--- src/rtl/wbmstr_arbiter_pkg.sv ---
// Shared definitions for the two-master Wishbone arbiter.
// Holds the arbiter state encoding and the owner identifiers used by the
// top level when steering requests and responses.
package wbmstr_arbiter_pkg;

  // Arbiter state encoding
  localparam logic [1:0] ARB_IDLE  = 2'b00;
  localparam logic [1:0] ARB_OWN_A = 2'b01;
  localparam logic [1:0] ARB_OWN_B = 2'b10;
  localparam logic [1:0] ARB_DRAIN = 2'b11;

  // Owner / last-grant identifiers
  localparam logic OWNER_A = 1'b0;
  localparam logic OWNER_B = 1'b1;

endpackage

--- src/rtl/wb_watchdog.sv ---
// Bus-cycle watchdog for the Wishbone arbiter.
// Counts stalled cycles of an owned bus cycle and flags expiry once the
// counter would reach its top value.
// Ports:
//   i_clk, i_rst_n : clock, synchronous active-low reset
//   i_clear        : progress event or not-owned state; zeroes the counter
//   i_enable       : bus cycle owned and active; lets the counter advance
//   o_expire       : combinational, expiry happens at the coming edge
//   o_timeout      : registered one-cycle expiry pulse
module wb_watchdog
  import wbmstr_arbiter_pkg::*;
#(
  parameter int LGTO = 10
) (
  input  logic i_clk,
  input  logic i_rst_n,
  input  logic i_clear,
  input  logic i_enable,
  output logic o_expire,
  output logic o_timeout
);

  localparam logic [LGTO-1:0] TO_ONE  = {{(LGTO-1){1'b0}}, 1'b1};
  localparam logic [LGTO-1:0] TO_TOP  = {LGTO{1'b1}};
  localparam logic [LGTO-1:0] TO_LAST = TO_TOP - TO_ONE;

  logic [LGTO-1:0] tocount_r;
  logic            timeout_r;

  // Expiry only when the cycle is still live and nothing made progress;
  // a simultaneous slave err/ack or a dropped cyc suppresses it.
  assign o_expire  = i_enable && !i_clear && (tocount_r == TO_LAST);
  assign o_timeout = timeout_r;

  // Stall counter (saturating) and registered expiry pulse
  always_ff @(posedge i_clk) begin
    if (!i_rst_n) begin
      tocount_r <= {LGTO{1'b0}};
      timeout_r <= 1'b0;
    end else begin
      timeout_r <= o_expire;
      if (i_clear) begin
        tocount_r <= {LGTO{1'b0}};
      end else if (i_enable && (tocount_r != TO_TOP)) begin
        tocount_r <= tocount_r + TO_ONE;
      end else begin
        tocount_r <= tocount_r;
      end
    end
  end

endmodule

--- src/rtl/wbmstr_arbiter.sv ---
// Two-master pipelined Wishbone arbiter with bus-timeout watchdog.
// Master A (CPU) and master B (DMA) share one slave-side bus. Ownership
// lasts a whole bus cycle; responses go to the owner only. A stalled cycle
// is turned into an error to the owner and the bus is drained.
// Ports:
//   i_clk, i_rst_n              : clock, synchronous active-low reset
//   i_a_* / o_a_*               : master A request / responses
//   i_b_* / o_b_*               : master B request / responses
//   o_cyc,o_stb,o_we,o_addr,o_data : slave-side request
//   i_ack,i_stall,i_err,i_data  : slave-side responses
//   o_timeout                   : one-cycle watchdog expiry pulse
module wbmstr_arbiter
  import wbmstr_arbiter_pkg::*;
#(
  parameter int AW        = 30,
  parameter int DW        = 32,
  parameter bit FIXED_PRI = 1'b1,
  parameter int LGTO      = 10
) (
  input  logic          i_clk,
  input  logic          i_rst_n,
  input  logic          i_a_cyc,
  input  logic          i_a_stb,
  input  logic          i_a_we,
  input  logic [AW-1:0] i_a_addr,
  input  logic [DW-1:0] i_a_data,
  output logic          o_a_ack,
  output logic          o_a_stall,
  output logic          o_a_err,
  output logic [DW-1:0] o_a_data,
  input  logic          i_b_cyc,
  input  logic          i_b_stb,
  input  logic          i_b_we,
  input  logic [AW-1:0] i_b_addr,
  input  logic [DW-1:0] i_b_data,
  output logic          o_b_ack,
  output logic          o_b_stall,
  output logic          o_b_err,
  output logic [DW-1:0] o_b_data,
  output logic          o_cyc,
  output logic          o_stb,
  output logic          o_we,
  output logic [AW-1:0] o_addr,
  output logic [DW-1:0] o_data,
  input  logic          i_ack,
  input  logic          i_stall,
  input  logic          i_err,
  input  logic [DW-1:0] i_data,
  output logic          o_timeout
);

  logic [1:0] state_r;
  logic       owner_r;
  logic       last_r;
  logic       owned_s;
  logic       owner_cyc_s;
  logic       a_wins_s;
  logic       wd_clear_s;
  logic       wd_enable_s;
  logic       wd_expire_s;
  logic       wd_timeout_s;

  assign owned_s     = (state_r == ARB_OWN_A) || (state_r == ARB_OWN_B);
  assign owner_cyc_s = (owner_r == OWNER_B) ? i_b_cyc : i_a_cyc;
  // In round-robin mode A wins a tie only if B was granted last
  assign a_wins_s    = !i_b_cyc || FIXED_PRI || (last_r == OWNER_B);

  // Read data is a plain broadcast; only the owner gets an ack with it
  assign o_a_data = i_data;
  assign o_b_data = i_data;

  // Progress (ack, err, accepted strobe) or not owning the bus resets the
  // watchdog; only a live owned cycle lets it count.
  assign wd_clear_s  = !owned_s || i_ack || i_err || (o_stb && !i_stall);
  assign wd_enable_s = owned_s && o_cyc;

  wb_watchdog #(
    .LGTO (LGTO)
  ) u_watchdog (
    .i_clk     (i_clk),
    .i_rst_n   (i_rst_n),
    .i_clear   (wd_clear_s),
    .i_enable  (wd_enable_s),
    .o_expire  (wd_expire_s),
    .o_timeout (wd_timeout_s)
  );

  assign o_timeout = wd_timeout_s;

  // Grant/ownership state machine with last-grant tracking
  always_ff @(posedge i_clk) begin
    if (!i_rst_n) begin
      state_r <= ARB_IDLE;
      owner_r <= OWNER_A;
      last_r  <= OWNER_B;
    end else begin
      case (state_r)
        ARB_IDLE: begin
          if (i_a_cyc && a_wins_s) begin
            state_r <= ARB_OWN_A;
            owner_r <= OWNER_A;
            last_r  <= OWNER_A;
          end else if (i_b_cyc) begin
            state_r <= ARB_OWN_B;
            owner_r <= OWNER_B;
            last_r  <= OWNER_B;
          end else begin
            state_r <= ARB_IDLE;
          end
        end
        ARB_OWN_A, ARB_OWN_B: begin
          // Dropping cyc beats expiry; expiry already requires o_cyc high
          if (!owner_cyc_s) begin
            state_r <= ARB_IDLE;
          end else if (wd_expire_s) begin
            state_r <= ARB_DRAIN;
          end else begin
            state_r <= state_r;
          end
        end
        ARB_DRAIN: begin
          if (!owner_cyc_s) begin
            state_r <= ARB_IDLE;
          end else begin
            state_r <= ARB_DRAIN;
          end
        end
        default: begin
          state_r <= ARB_IDLE;
        end
      endcase
    end
  end

  // Request/response steering on the current state and owner
  always_comb begin
    o_cyc     = 1'b0;
    o_stb     = 1'b0;
    o_we      = 1'b0;
    o_addr    = {AW{1'b0}};
    o_data    = {DW{1'b0}};
    o_a_stall = i_a_stb;
    o_a_ack   = 1'b0;
    o_a_err   = 1'b0;
    o_b_stall = i_b_stb;
    o_b_ack   = 1'b0;
    o_b_err   = 1'b0;
    case (state_r)
      ARB_OWN_A: begin
        o_cyc     = i_a_cyc;
        o_stb     = i_a_stb;
        o_we      = i_a_we;
        o_addr    = i_a_addr;
        o_data    = i_a_data;
        o_a_stall = i_stall;
        o_a_ack   = i_ack;
        o_a_err   = i_err;
      end
      ARB_OWN_B: begin
        o_cyc     = i_b_cyc;
        o_stb     = i_b_stb;
        o_we      = i_b_we;
        o_addr    = i_b_addr;
        o_data    = i_b_data;
        o_b_stall = i_stall;
        o_b_ack   = i_ack;
        o_b_err   = i_err;
      end
      ARB_DRAIN: begin
        // Slave responses are dropped; only the timeout err reaches the
        // former owner, on the first drain cycle.
        o_a_err = wd_timeout_s && (owner_r == OWNER_A);
        o_b_err = wd_timeout_s && (owner_r == OWNER_B);
      end
      default: begin
        o_cyc = 1'b0;
      end
    endcase
  end

endmodule

--- config.mk ---
export PLATFORM = sky130hd
export DESIGN_NAME = wbmstr_arbiter
export DESIGN_NICKNAME = d
export VERILOG_FILES = /design/src/rtl/wbmstr_arbiter_pkg.sv /design/src/rtl/wb_watchdog.sv /design/src/rtl/wbmstr_arbiter.sv
export SDC_FILE = /design/constraint.sdc
export NUM_CORES = 1
export LEC_CHECK = 0
export BUFFER_PORTS_ARGS = -buffer_cell sky130_fd_sc_hd__buf_4
export CAP_MARGIN = 20
export CELL_PAD_IN_SITES_DETAIL_PLACEMENT = 1
export CELL_PAD_IN_SITES_GLOBAL_PLACEMENT = 1
export CORE_AREA = 2 2 117 119
export DETAILED_ROUTE_END_ITERATION = 10
export DIE_AREA = 0 0 119 121
export PLACE_DENSITY = 0.76
export REMOVE_ABC_BUFFERS = 1
export SLEW_MARGIN = 20
export SYNTH_ARGS = -nofsm -noshare
export SYNTH_HDL_FRONTEND = slang
export SYNTH_SLANG_ARGS = --single-unit
--- constraint.sdc ---
create_clock -name i_clk -period 2.25 [get_ports i_clk]
set_input_delay 0.3375 -clock i_clk [delete_from_list [all_inputs] [get_ports i_clk]]
set_output_delay 0.3375 -clock i_clk [all_outputs]
set_load 0.01 [all_outputs]
# --- Word level (Yosys, flattened, before mapping) ---
# Index checks and enable logic that the tools add are counted.
word_totals:
  regBits: 14
  inputBits: 167
  out_inout_bits: 136
  wordCells: 52
classes:
  addsub: 1
  eq_ne: 6
  n_mux: 20
  bitwise: 2
  reduce_logical: 19
op_table:
  columns: ["cell", "count"]
  rows:
  - ["$pmux 32 s2", 1]
  - ["$pmux 30 s2", 1]
  - ["$add 10x1->10 const B", 1]
  - ["$eq 10x10->1 const B", 1]
  - ["$mux 2", 5]
  - ["$ne 10x10->1 const B", 1]
  - ["$pmux 1 s2", 5]
  - ["$logic_and 1x1->1", 7]
  - ["$mux 1", 7]
  - ["$pmux 2 s3", 1]
  - ["$eq 2x2->1 const B", 2]
  - ["$logic_or 1x1->1", 4]
  - ["$reduce_or 2->1", 2]
  - ["$logic_not 1->1", 3]
  - ["$ne 3x2->1 const B", 1]
  - ["$eq 2x1->1 const B", 1]
  - ["$logic_not 2->1", 1]
  - ["$not 1->1", 2]
  - ["$reduce_and 2->1", 1]
  - ["$reduce_bool 2->1", 1]

# --- Logic depth before layout (Yosys ltp) ---
# Gate-level depths: netlist of run 1.
logic_depth:
  depth_word: 12
  ltp_mapped: 7
  mapped_depth_nobuf: 6

# --- Hierarchy ---
# From an unflattened synthesis of run 1, not the netlist that was laid out.
hier_totals:
  cells_unflattened: 317
  area_unflattened_um2: 2417.3
modules_own_cells:
  columns: ["mod", "n_inst", "cells_each", "area_each_um2", "seq_area_each_um2"]
  rows:
  - ["wbmstr_arbiter", 1, 256, 1856.8, 60.1]
  - ["wb_watchdog", 1, 61, 560.5, 220.2]

# --- Worst setup path after synthesis of run 1 ---
# OpenSTA, ideal clock, no wires.
synth_timing:
  path_kind: "register -> register"
  start: "register state_r[0]"
  end: "register u_watchdog.tocount_r[9]"
  setup_ns: 0.116
  arrival_time_ns: 1.856
  required_time_ns: 2.134
  path_slack_ns: 0.278
  stages_incl_launch_ff: 7
  n_path_buf: 0
  synth_period_minus_slack_ns: 1.972
  path_cell_list: "dfxtp_1 -> inv_1 -> ha_1 -> inv_2 -> or3_4 -> or4b_1 -> o211a_1"
synth_via:
  elab_chain_cells: 7
  elab_cells_between_ends: 13
  classes_between: "2 x eq/ne; 2 x mux; 9 x reduce/logical"
synth_lines:
  columns: ["item", "line", "text"]
  rows:
  - ["from (decl)", "wbmstr_arbiter.sv:52", "logic [1:0] state_r;"]
  - ["from (signal assigned)", "wbmstr_arbiter.sv:118", "state_r <= state_r;"]
  - ["$eq 2x1->1 / $eq 2x2->1 (equally long branches)", "wbmstr_arbiter.sv:63, wbmstr_arbiter.sv:148", null]
  - ["$logic_or 1x1->1", "wbmstr_arbiter.sv:63", "assign owned_s = (state_r == ARB_OWN_A) || (state_r == ARB_OWN_B);"]
  - ["$logic_not 1->1", "wbmstr_arbiter.sv:74", "assign wd_clear_s = !owned_s || i_ack || i_err || (o_stb && !i_stall);"]
  - ["$logic_or 1x1->1 (3 in series)", "wbmstr_arbiter.sv:74", null]
  - ["$reduce_or 2->1 (no source line)", null, null]
  - ["to (signal assigned)", "wb_watchdog.sv:43", "tocount_r <= {LGTO{1'b0}};"]
  - ["to (signal assigned)", "wb_watchdog.sv:45", "tocount_r <= tocount_r + TO_ONE;"]
  - ["to (signal assigned)", "wb_watchdog.sv:47", "tocount_r <= tocount_r;"]
  - ["to (decl)", "wb_watchdog.sv:27", "logic [LGTO-1:0] tocount_r;"]
# Parallel ways exist; a longest one is shown, timed or not.
# A chain may end at the register's enable or synchronous reset.

# --- Final worst setup path of run 1 ---
# Same ends and word-level chain as after synthesis.

==> flow_metrics.tcl, run 1 <==
set metrics [dict create \
    status "complete, no violations" \
    crit_type "reg -> reg" \
    final_antenna_net_count 0 \
    num_rows 42 \
    ys_warn_count 0 \
    syn_area_um2 2190 \
    clk_pin_slew_ps 50 \
    reg2reg_depth 6 \
    port_buffers 206 \
    slew_viol_final 0 \
    worstMarginPinSlew_ps 506 \
    drtIter0Drc 232 \
    wire_per_inst_um 20.4 \
    antenna_found_initial 0 \
    first_pass_iters 4 \
    seq_area_frac_synth_pct 12.8 \
    rr_startpoint "state_r[0]" \
    fin_setup_tns_ps 0 \
    start_util_pct 16.8 \
    cp.required_ps 2390 \
    post_cts_buffers 0 \
    cp.arrival_ps 2280 \
    start_kind "flop" \
    drv_cap 0 \
    hold_viol 0 \
    clock-root-buffer "clkbuf_16" \
    grt_overflow_total 0 \
    r2r_slack_ps 110 \
    drc_errors 0 \
    layout_setup_ws_ps 108 \
    viasPerCell 4.71 \
    design.core.area_um2 13100 \
    timing.rr.end "u_watchdog.tocount_r[9]" \
    fmax_mhz 467 \
    p_leak_nw 1.59 \
    max_slew_margin_pct 66.2 \
    min_path_type "in -> reg" \
    syn_area_per_cell_um2 6.88 \
    gp_congestion 0.821 \
    synth_compound_area_share_pct 31.6 \
    totalWireLength_um 12700 \
    layout_commonest_cell "buf_4" \
    crit_start "state_r[0]" \
    syn2layout_area_growth_pct 63.0 \
    min_period_ps 2140 \
    tritoncts "yes" \
    yosys.area_share.xor_xnor_pct 0.399 \
    die_height_um 121 \
    cp-end-kind "flop" \
    cts.sinks 14 \
    ys_seq_elements 14 \
    synth-simple-area-share_pct 21.5 \
    grt_start_max_net_pins 66 \
    drive_gt1_share_pct 51.5 \
    synth_top_family_by_area "compound AO/OA/AOI/OAI gates" \
    top_level_ports 303 \
    whs_endpoint "owner_r" \
    most-common-layout-cells "207 x buf_4, 67 x nor2_1, 63 x a22oi_1" \
    die_area_um2 14400 \
    irDropWorstVdd_v 0.000216 \
    grt_first_pass_wirelength_um 17800 \
    synthAdderAreaFrac_pct 3.99 \
    crit_path_max_fanout 6 \
    numCtsBuffers 3 \
    hold_path.startpoint "i_a_cyc" \
    die_w_um 119 \
    fin_skew_ps 3.50 \
    power_density_nw_per_um2 444 \
    num-fill-cells 1594 \
    min_period_over_period_pct 95.2 \
    num_antenna_cells 0 \
    num-nets-final 622 \
    clk_latency_ps 250 \
    post-place-ws_ps 28.8 \
    postSynthCellCount 319 \
    first_global_vias 3019 \
    synth_cell_types 44 \
    clock_path_buffers 2 \
    setup_viol 0 \
    synthMuxAreaShare_pct 2.40 \
    h-tree-depth 1 \
    vias 2936 \
    track_usage_pct 15.9 \
    min_path_cells 2 \
    dpl.hpwl_um 10200 \
]
==> what timing repair did <==
item                       in CTS  in global routing
gates resized for setup         2                  7
setup endpoints to repair       2                 40
hold buffers                    0                  0
==> metal layers <==
| layer | part of all wire, % | GRT usage, % | vias to the layer above |
|---|---|---|---|
| li1 | - | - | 1334 |
| met3 | 13 | 10.0 | 11 |
| met2 | 46 | 24.7 | 188 |
| met1 | 39 | 18.4 | 1401 |
| met4 | 0.65 | 2.01 | 2 |
| met5 | 0.39 | 7.35 | - |
==> state kept, by name (all words and copies together) (netlist names) <==
register / flops
owner_r: 1
u_watchdog.o_timeout: 1
u_watchdog.tocount_r: 10
state_r: 2
==> power breakdown <==
part	switching, mW	internal (mW)
sequential	0.00898	0.256
combinational	0.489	0.448
clock	0.114	0.270
==> per-stage QoR <==
step	power, mW	util (%)	std cells	instance area, um2	hold slack [ps]
detailed placement	1.20	26.3	619	3450	499
CTS	1.60	27.1	623	3550	336
global route	1.69	27.3	623	3580	344
finish	1.59	27.3	623	3580	337
global placement	1.18	26.3	619	3450	467
floorplan	0.680	-	232	1620	436
==> worst max path at each step <==
| stage | endpoint | slack, ps | cells past startpoint |
|---|---|---|---|
| after floorplan | u_watchdog.tocount_r[9] | -840 | 6 |
| after global placement | u_watchdog.tocount_r[9] | 190 | 6 |
| final | u_watchdog.tocount_r[9] | 110 | 6 |
| after CTS | u_watchdog.tocount_r[7] | 30 | 6 |
| after global routing | o_cyc | -10 | 6 |
| after detailed placement | u_watchdog.tocount_r[6] | 30 | 6 |
==> synthesized netlist by cell type, drive strengths merged <==
cell | number | area (um2)
o21ai | 5 | 25.0
nand3 | 4 | 20.0
mux2i | 3 | 30.0
and4 | 1 | 8.76
nand2b | 3 | 18.8
o31ai | 1 | 7.51
and3 | 1 | 6.26
clkbuf | 15 | 56.3
nand4 | 3 | 18.8
xnor2 | 1 | 8.76
o211a | 1 | 10.0
or4b | 1 | 10.0
buf | 72 | 513
o311ai | 3 | 33.8
o41ai | 2 | 17.5
dfxtp | 14 | 280
nor3b | 1 | 7.51
nand2 | 9 | 36.3
nor3 | 2 | 10.0
a21oi | 7 | 35.0
a22o | 2 | 17.5
or3 | 4 | 30.0
inv | 8 | 30.0
mux2 | 2 | 22.5
a211oi | 4 | 30.0
nor4 | 1 | 6.26
a31oi | 1 | 6.26
a22oi | 64 | 485
or4 | 1 | 7.51
nor2 | 67 | 251
and2 | 4 | 25.0
or3b | 1 | 8.76
o211ai | 1 | 7.51
a32o | 1 | 10.0
a21boi | 1 | 7.51
or2 | 1 | 6.26
ha | 7 | 87.6
==> area by class of cell <==
class | count | area (um2) | area share, %
clock buffer | 4 | 88.8 | 2.48
inverter | 8 | 30.0 | 0.840
multi-input combinational | 210 | 1350 | 37.6
sequential | 14 | 280 | 7.84
tap | 176 | 220 | 6.16
timing repair buffer | 211 | 1610 | 45.1
==> logic make-up after synthesis <==
group,count (synthesis)
XOR/XNOR,1
buffers and inverters,95
flip-flops,14
multiplexers,5
AND/OR/NAND/NOR,104
adder cells (fa/ha/maj),7
AO/OA/AOI/OAI,93
==> worst max-delay path, cell delays in order (launching register included) <==
cell,delay (ps)
dfxtp_1,380
inv_1,100
ha_2,400
inv_2,70
or3_4,430
or4b_1,510
o211a_1,140
Power figures use the tool's default switching activity.
==> run 2: changes to the inputs <==
--- a/config.mk
+++ b/config.mk
@@ -12,7 +12,7 @@
 export CORE_AREA = 2 2 117 119
 export DETAILED_ROUTE_END_ITERATION = 10
 export DIE_AREA = 0 0 119 121
-export PLACE_DENSITY = 0.76
+export PLACE_DENSITY = 0.78
 export REMOVE_ABC_BUFFERS = 1
 export SLEW_MARGIN = 20
 export SYNTH_ARGS = -nofsm -noshare
==> flow_metrics.tcl, run 2 (same netlist as run 1, synthesis figures left out) <==
set metrics [dict create \
    crit_type "reg -> reg" \
    layout_commonest_cell "buf_4" \
    rr_startpoint "state_r[0]" \
    clock-root-buffer "clkbuf_16" \
    p_leak_nw 1.60 \
    design.core.area_um2 13100 \
    top_usage_layer "met2" \
    multi_input_comb_area_um2 1330 \
    slowest_delay_ps 520 \
    top_register "u_watchdog.tocount_r" \
    grt_overflow_total 0 \
    min_period_ps 2170 \
    crit_chain "inv_1 > ha_2 > inv_2 > or3_4 > or4b_1 > o211a_1" \
    worstMarginPinSlew_ps 529 \
    wire_per_inst_um 20.5 \
    start_util_pct 16.8 \
    gp_congestion 0.759 \
    drc_errors 0 \
    dpl.hpwl_um 10400 \
    top_regs "u_watchdog.tocount_r: 10 flops, state_r: 2 flops" \
    grtUsageMet1_pct 18.5 \
    drv_cap 0 \
    p_seq_share_pct 16.7 \
    cp.required_ps 2390 \
    place_area_um2 3460 \
    num-fill-cells 1616 \
    cts.sinks 14 \
    track_usage_pct 16.2 \
    num_rows 42 \
    cp-endpoint "u_watchdog.tocount_r[9]" \
    combPwrFrac_pct 59.2 \
    switching_power_mw 0.608 \
    die_height_um 121 \
    crit_cells 6 \
    viasPerCell 4.79 \
    crit_slowest_cell "or4b_1" \
    clk_latency_ps 250 \
    grt_first_pass_wirelength_um 18000 \
    min_path_type "in -> reg" \
    die_w_um 119 \
    fin_skew_ps 1.83 \
    irDropWorstVdd_v 0.000227 \
    die_area_um2 14400 \
    first_pass_iters 4 \
    grtUsageMet3_pct 9.54 \
    hold_buffers 0 \
    drive_gt1_share_pct 51.3 \
    clock_power_share_pct 24.1 \
    numCtsBuffers 3 \
    final_antenna_net_count 0 \
    max_slew_margin_pct 64.7 \
    grt_start_max_net_pins 66 \
    num_antenna_cells 0 \
    most-common-layout-cells "210 x buf_4, 67 x nor2_1, 63 x a22oi_1" \
    fin_setup_tns_ps 0 \
    cp-end-kind "flop" \
    num-nets-final 625 \
    layout_setup_ws_ps 84.1 \
    cp.buffers_inverters 2 \
    hold_viol 0 \
    setup_viol 0 \
    status "complete, no violations" \
    p_sw_share_pct 38.3 \
    fmax_mhz 462 \
    h-tree-depth 1 \
    grtUsageMet2_pct 26.2 \
    final_area_um2 3590 \
    ff_latch_area_um2 280 \
    clk_pin_slew_ps 50 \
    antenna_found_initial 0 \
    vias 2998 \
    power_density_nw_per_um2 442 \
    reg2reg_depth 6 \
    timing.rr.end "u_watchdog.tocount_r[9]" \
    first_global_vias 2988 \
    totalWireLength_um 12900 \
    start_kind "flop" \
    min_period_over_period_pct 96.3 \
    p_int_mw 0.978 \
    slew_viol_final 0 \
    syn2layout_area_growth_pct 63.8 \
    top_level_ports 303 \
    crit_path_max_fanout 6 \
    crit_start "state_r[0]" \
    drtIter0Drc 109 \
    post-place-ws_ps 1.60 \
    cp_top_family "simple AND/OR/NAND/NOR gates" \
    tritoncts "yes" \
    clock_path_buffers 2 \
    cp.arrival_ps 2310 \
    r2r_slack_ps 80 \
    largest_reg_flops 10 \
    port_buffers 206 \
    power.total_mw 1.59 \
]
-- run 2: changes by cell type in the layout (fill, tap and decap cells not counted), sizes merged --
cell  previous run  this run
buf            211       214
-- run 2: layout make-up --
cell class	instances	area share [%]
repair buffers	214	45.6
multi-input cells	210	37.1
flip-flops and latches	14	7.80
well taps	176	6.13
clock buffers	4	2.47
inverters	8	0.836
-- run 2: metrics by stage --
step / utilization [%] / cells / hold WS, ps
4_1_cts: 27.1 / 623 / 332
3_5_place_dp: 26.4 / 619 / 489
6_report: 27.5 / 626 / 336
3_3_place_gp: 26.4 / 619 / 475
2_1_floorplan: - / 232 / 436
5_1_grt: 27.5 / 626 / 341
-- run 2: per-layer routing --
layer / vias to the layer above / share of wire, %
met2: 180 / 48
met4: 2 / 0.46
met5: - / 0.43
li1: 1344 / -
met1: 1461 / 38
met3: 11 / 12
-- run 2: power by group through the flow --
stage	clock (mW)	combinational (mW)	sequential, mW
after floorplan	0	0.413	0.267
after global placement	0	0.919	0.269
after detailed placement	0	0.938	0.270
after CTS	0.394	0.942	0.265
after global routing	0.401	1.02	0.266
final	0.382	0.939	0.265
-- run 2: how the worst min path moves through the flow --
stage | cells past startpoint | end | slack [ps] | from
detailed placement | 1 | u_watchdog.tocount_r[8] | 490 | u_watchdog.tocount_r[8]
floorplan | 1 | owner_r | 440 | i_a_cyc
global placement | 1 | u_watchdog.tocount_r[8] | 470 | u_watchdog.tocount_r[8]
CTS | 2 | owner_r | 330 | i_a_cyc
global route | 2 | owner_r | 340 | i_a_cyc
finish | 2 | owner_r | 340 | i_a_cyc
-- run 2: repair_timing --
item,in CTS,in global routing
endpoints found under the setup margin,2,58
hold endpoints to repair,0,0
pin swaps,0,1
buffers inserted,0,3
gates resized for setup,1,4
==> run 3: changes to the inputs <==
--- a/config.mk
+++ b/config.mk
@@ -5,11 +5,13 @@
 export SDC_FILE = /design/constraint.sdc
 export NUM_CORES = 1
 export LEC_CHECK = 0
+export ABC_CLOCK_PERIOD_IN_PS = 2250
 export BUFFER_PORTS_ARGS = -buffer_cell sky130_fd_sc_hd__buf_4
 export CAP_MARGIN = 20
 export CELL_PAD_IN_SITES_DETAIL_PLACEMENT = 1
 export CELL_PAD_IN_SITES_GLOBAL_PLACEMENT = 1
 export CORE_AREA = 2 2 117 119
+export CTS_BUF_LIST = sky130_fd_sc_hd__clkbuf_2 sky130_fd_sc_hd__clkbuf_4 sky130_fd_sc_hd__clkbuf_8
 export DETAILED_ROUTE_END_ITERATION = 10
 export DIE_AREA = 0 0 119 121
 export PLACE_DENSITY = 0.78
==> flow_metrics.tcl, run 3 (same netlist as run 1, synthesis figures left out) <==
set metrics [dict create \
    status "complete, no violations" \
    tritoncts "yes" \
    numCtsBuffers 3 \
    die_height_um 121 \
    top_register "u_watchdog.tocount_r" \
    crit_type "reg -> reg" \
    power_density_nw_per_um2 410 \
    clock_path_buffers 2 \
    final_area_um2 3560 \
    drtIter0Drc 132 \
    slew_viol_final 0 \
    design.core.area_um2 13100 \
    hold_viol 0 \
    cp-end-kind "flop" \
    p_leak_nw 1.59 \
    num-nets-final 625 \
    min_period_ps 2160 \
    largest_reg_flops 10 \
    crit_slowest_cell "or4b_1" \
    grt_first_pass_wirelength_um 18000 \
    num_rows 42 \
    crit_path_max_fanout 6 \
    wire_per_inst_um 20.6 \
    num-fill-cells 1622 \
    port_buffers 206 \
    totalWireLength_um 12900 \
    drc_errors 0 \
    clk_latency_ps 250 \
    syn2layout_area_growth_pct 62.5 \
    h-tree-depth 1 \
    fmax_mhz 463 \
    irDropWorstVdd_v 0.000211 \
    final_antenna_net_count 0 \
    top_regs "u_watchdog.tocount_r: 10 flops, state_r: 2 flops" \
    slowest_delay_ps 520 \
    hold_buffers 0 \
    num_antenna_cells 0 \
    rsz0062_at_grt "yes" \
    cp.required_ps 2400 \
    top_level_ports 303 \
    clk_pin_slew_ps 60 \
    vias 2996 \
    power.total_mw 1.46 \
    ff_latch_area_um2 280 \
    grt_overflow_total 0 \
    max_slew_margin_pct 63.8 \
    first_global_vias 2989 \
    viasPerCell 4.79 \
    drive_gt1_share_pct 51.6 \
    grt_start_max_net_pins 66 \
    layout_commonest_cell "buf_4" \
    start_util_pct 16.8 \
    clock-root-buffer "clkbuf_8" \
    gp_congestion 0.759 \
    antenna_found_initial 0 \
    die_w_um 119 \
    first_pass_iters 5 \
    start_kind "flop" \
    place_area_um2 3460 \
    worstMarginPinSlew_ps 541 \
    cp_top_family "simple AND/OR/NAND/NOR gates" \
    fin_skew_ps 2.22 \
    multi_input_comb_area_um2 1340 \
    die_area_um2 14400 \
    min_path_type "in -> reg" \
    drv_cap 0 \
    setup_viol 0 \
    dpl.hpwl_um 10400 \
    most-common-layout-cells "209 x buf_4, 66 x nor2_1, 63 x a22oi_1" \
    cp.arrival_ps 2310 \
    crit_chain "inv_1 > ha_2 > inv_2 > or3_4 > or4b_1 > o211a_1" \
    cp.buffers_inverters 2 \
    cts.sinks 14 \
    min_period_over_period_pct 96.0 \
    track_usage_pct 16.1 \
]
==> run 3: layer usage <==
layer | track usage (%) | up-vias | share of wire (%)
met4 | 1.71 | 2 | 0.45
met5 | 6.25 | - | 0.43
met3 | 9.40 | 10 | 13
met2 | 26.2 | 191 | 48
li1 | - | 1343 | -
met1 | 18.5 | 1450 | 39
==> run 3: timing repair <==
action / CTS / global route
pin swaps: 0 / 1
endpoints found under the setup margin: 2 / 68
setup buffers: 0 / 3
resized for setup: 1 / 6
==> run 3: layout make-up <==
cell class | count | share of cell area [%]
tap | 176 | 6.18
inverter | 8 | 0.842
sequential | 14 | 7.86
clock buffer | 4 | 1.54
multi-input combinational | 210 | 37.5
timing repair buffer | 214 | 46.1
==> run 3: power breakdown <==
part	total (mW)	internal [mW]	switching, mW	leakage, nW
clock network	0.253	0.155	0.0979	0.0288
logic	0.944	0.454	0.489	1.44
registers	0.265	0.255	0.00947	0.113
total	1.46	0.865	0.597	1.59
==> run 3: metrics by stage <==
step	setup WS [ps]	utilization, %	std cells	hold slack, ps	setup TNS (ps)
finish	89.4	27.2	626	329	0
global route	-81.7	27.2	626	331	-82.2
CTS	12.7	26.9	623	322	0
detailed placement	1.60	26.4	619	489	0
global placement	174	26.4	619	475	0
floorplan	-839	-	232	436	-22660
==> run 3: worst register-to-register path: stages (launching register included) <==
cell     delay, ps
dfxtp_1        400
inv_1          120
ha_2           390
inv_2           70
or3_4          420
or4b_1         520
o211a_1        130
==> run 3: path summary, 6_finish.rpt <==
path,start,endpoint,slack [ps],cells after the start
worst min register to register,u_watchdog.tocount_r[8],u_watchdog.tocount_r[8],490,1
worst max-delay path,state_r[0],u_watchdog.tocount_r[9],90,6
worst min-delay path,i_a_cyc,owner_r,330,2
worst max register to register,state_r[0],u_watchdog.tocount_r[9],90,6
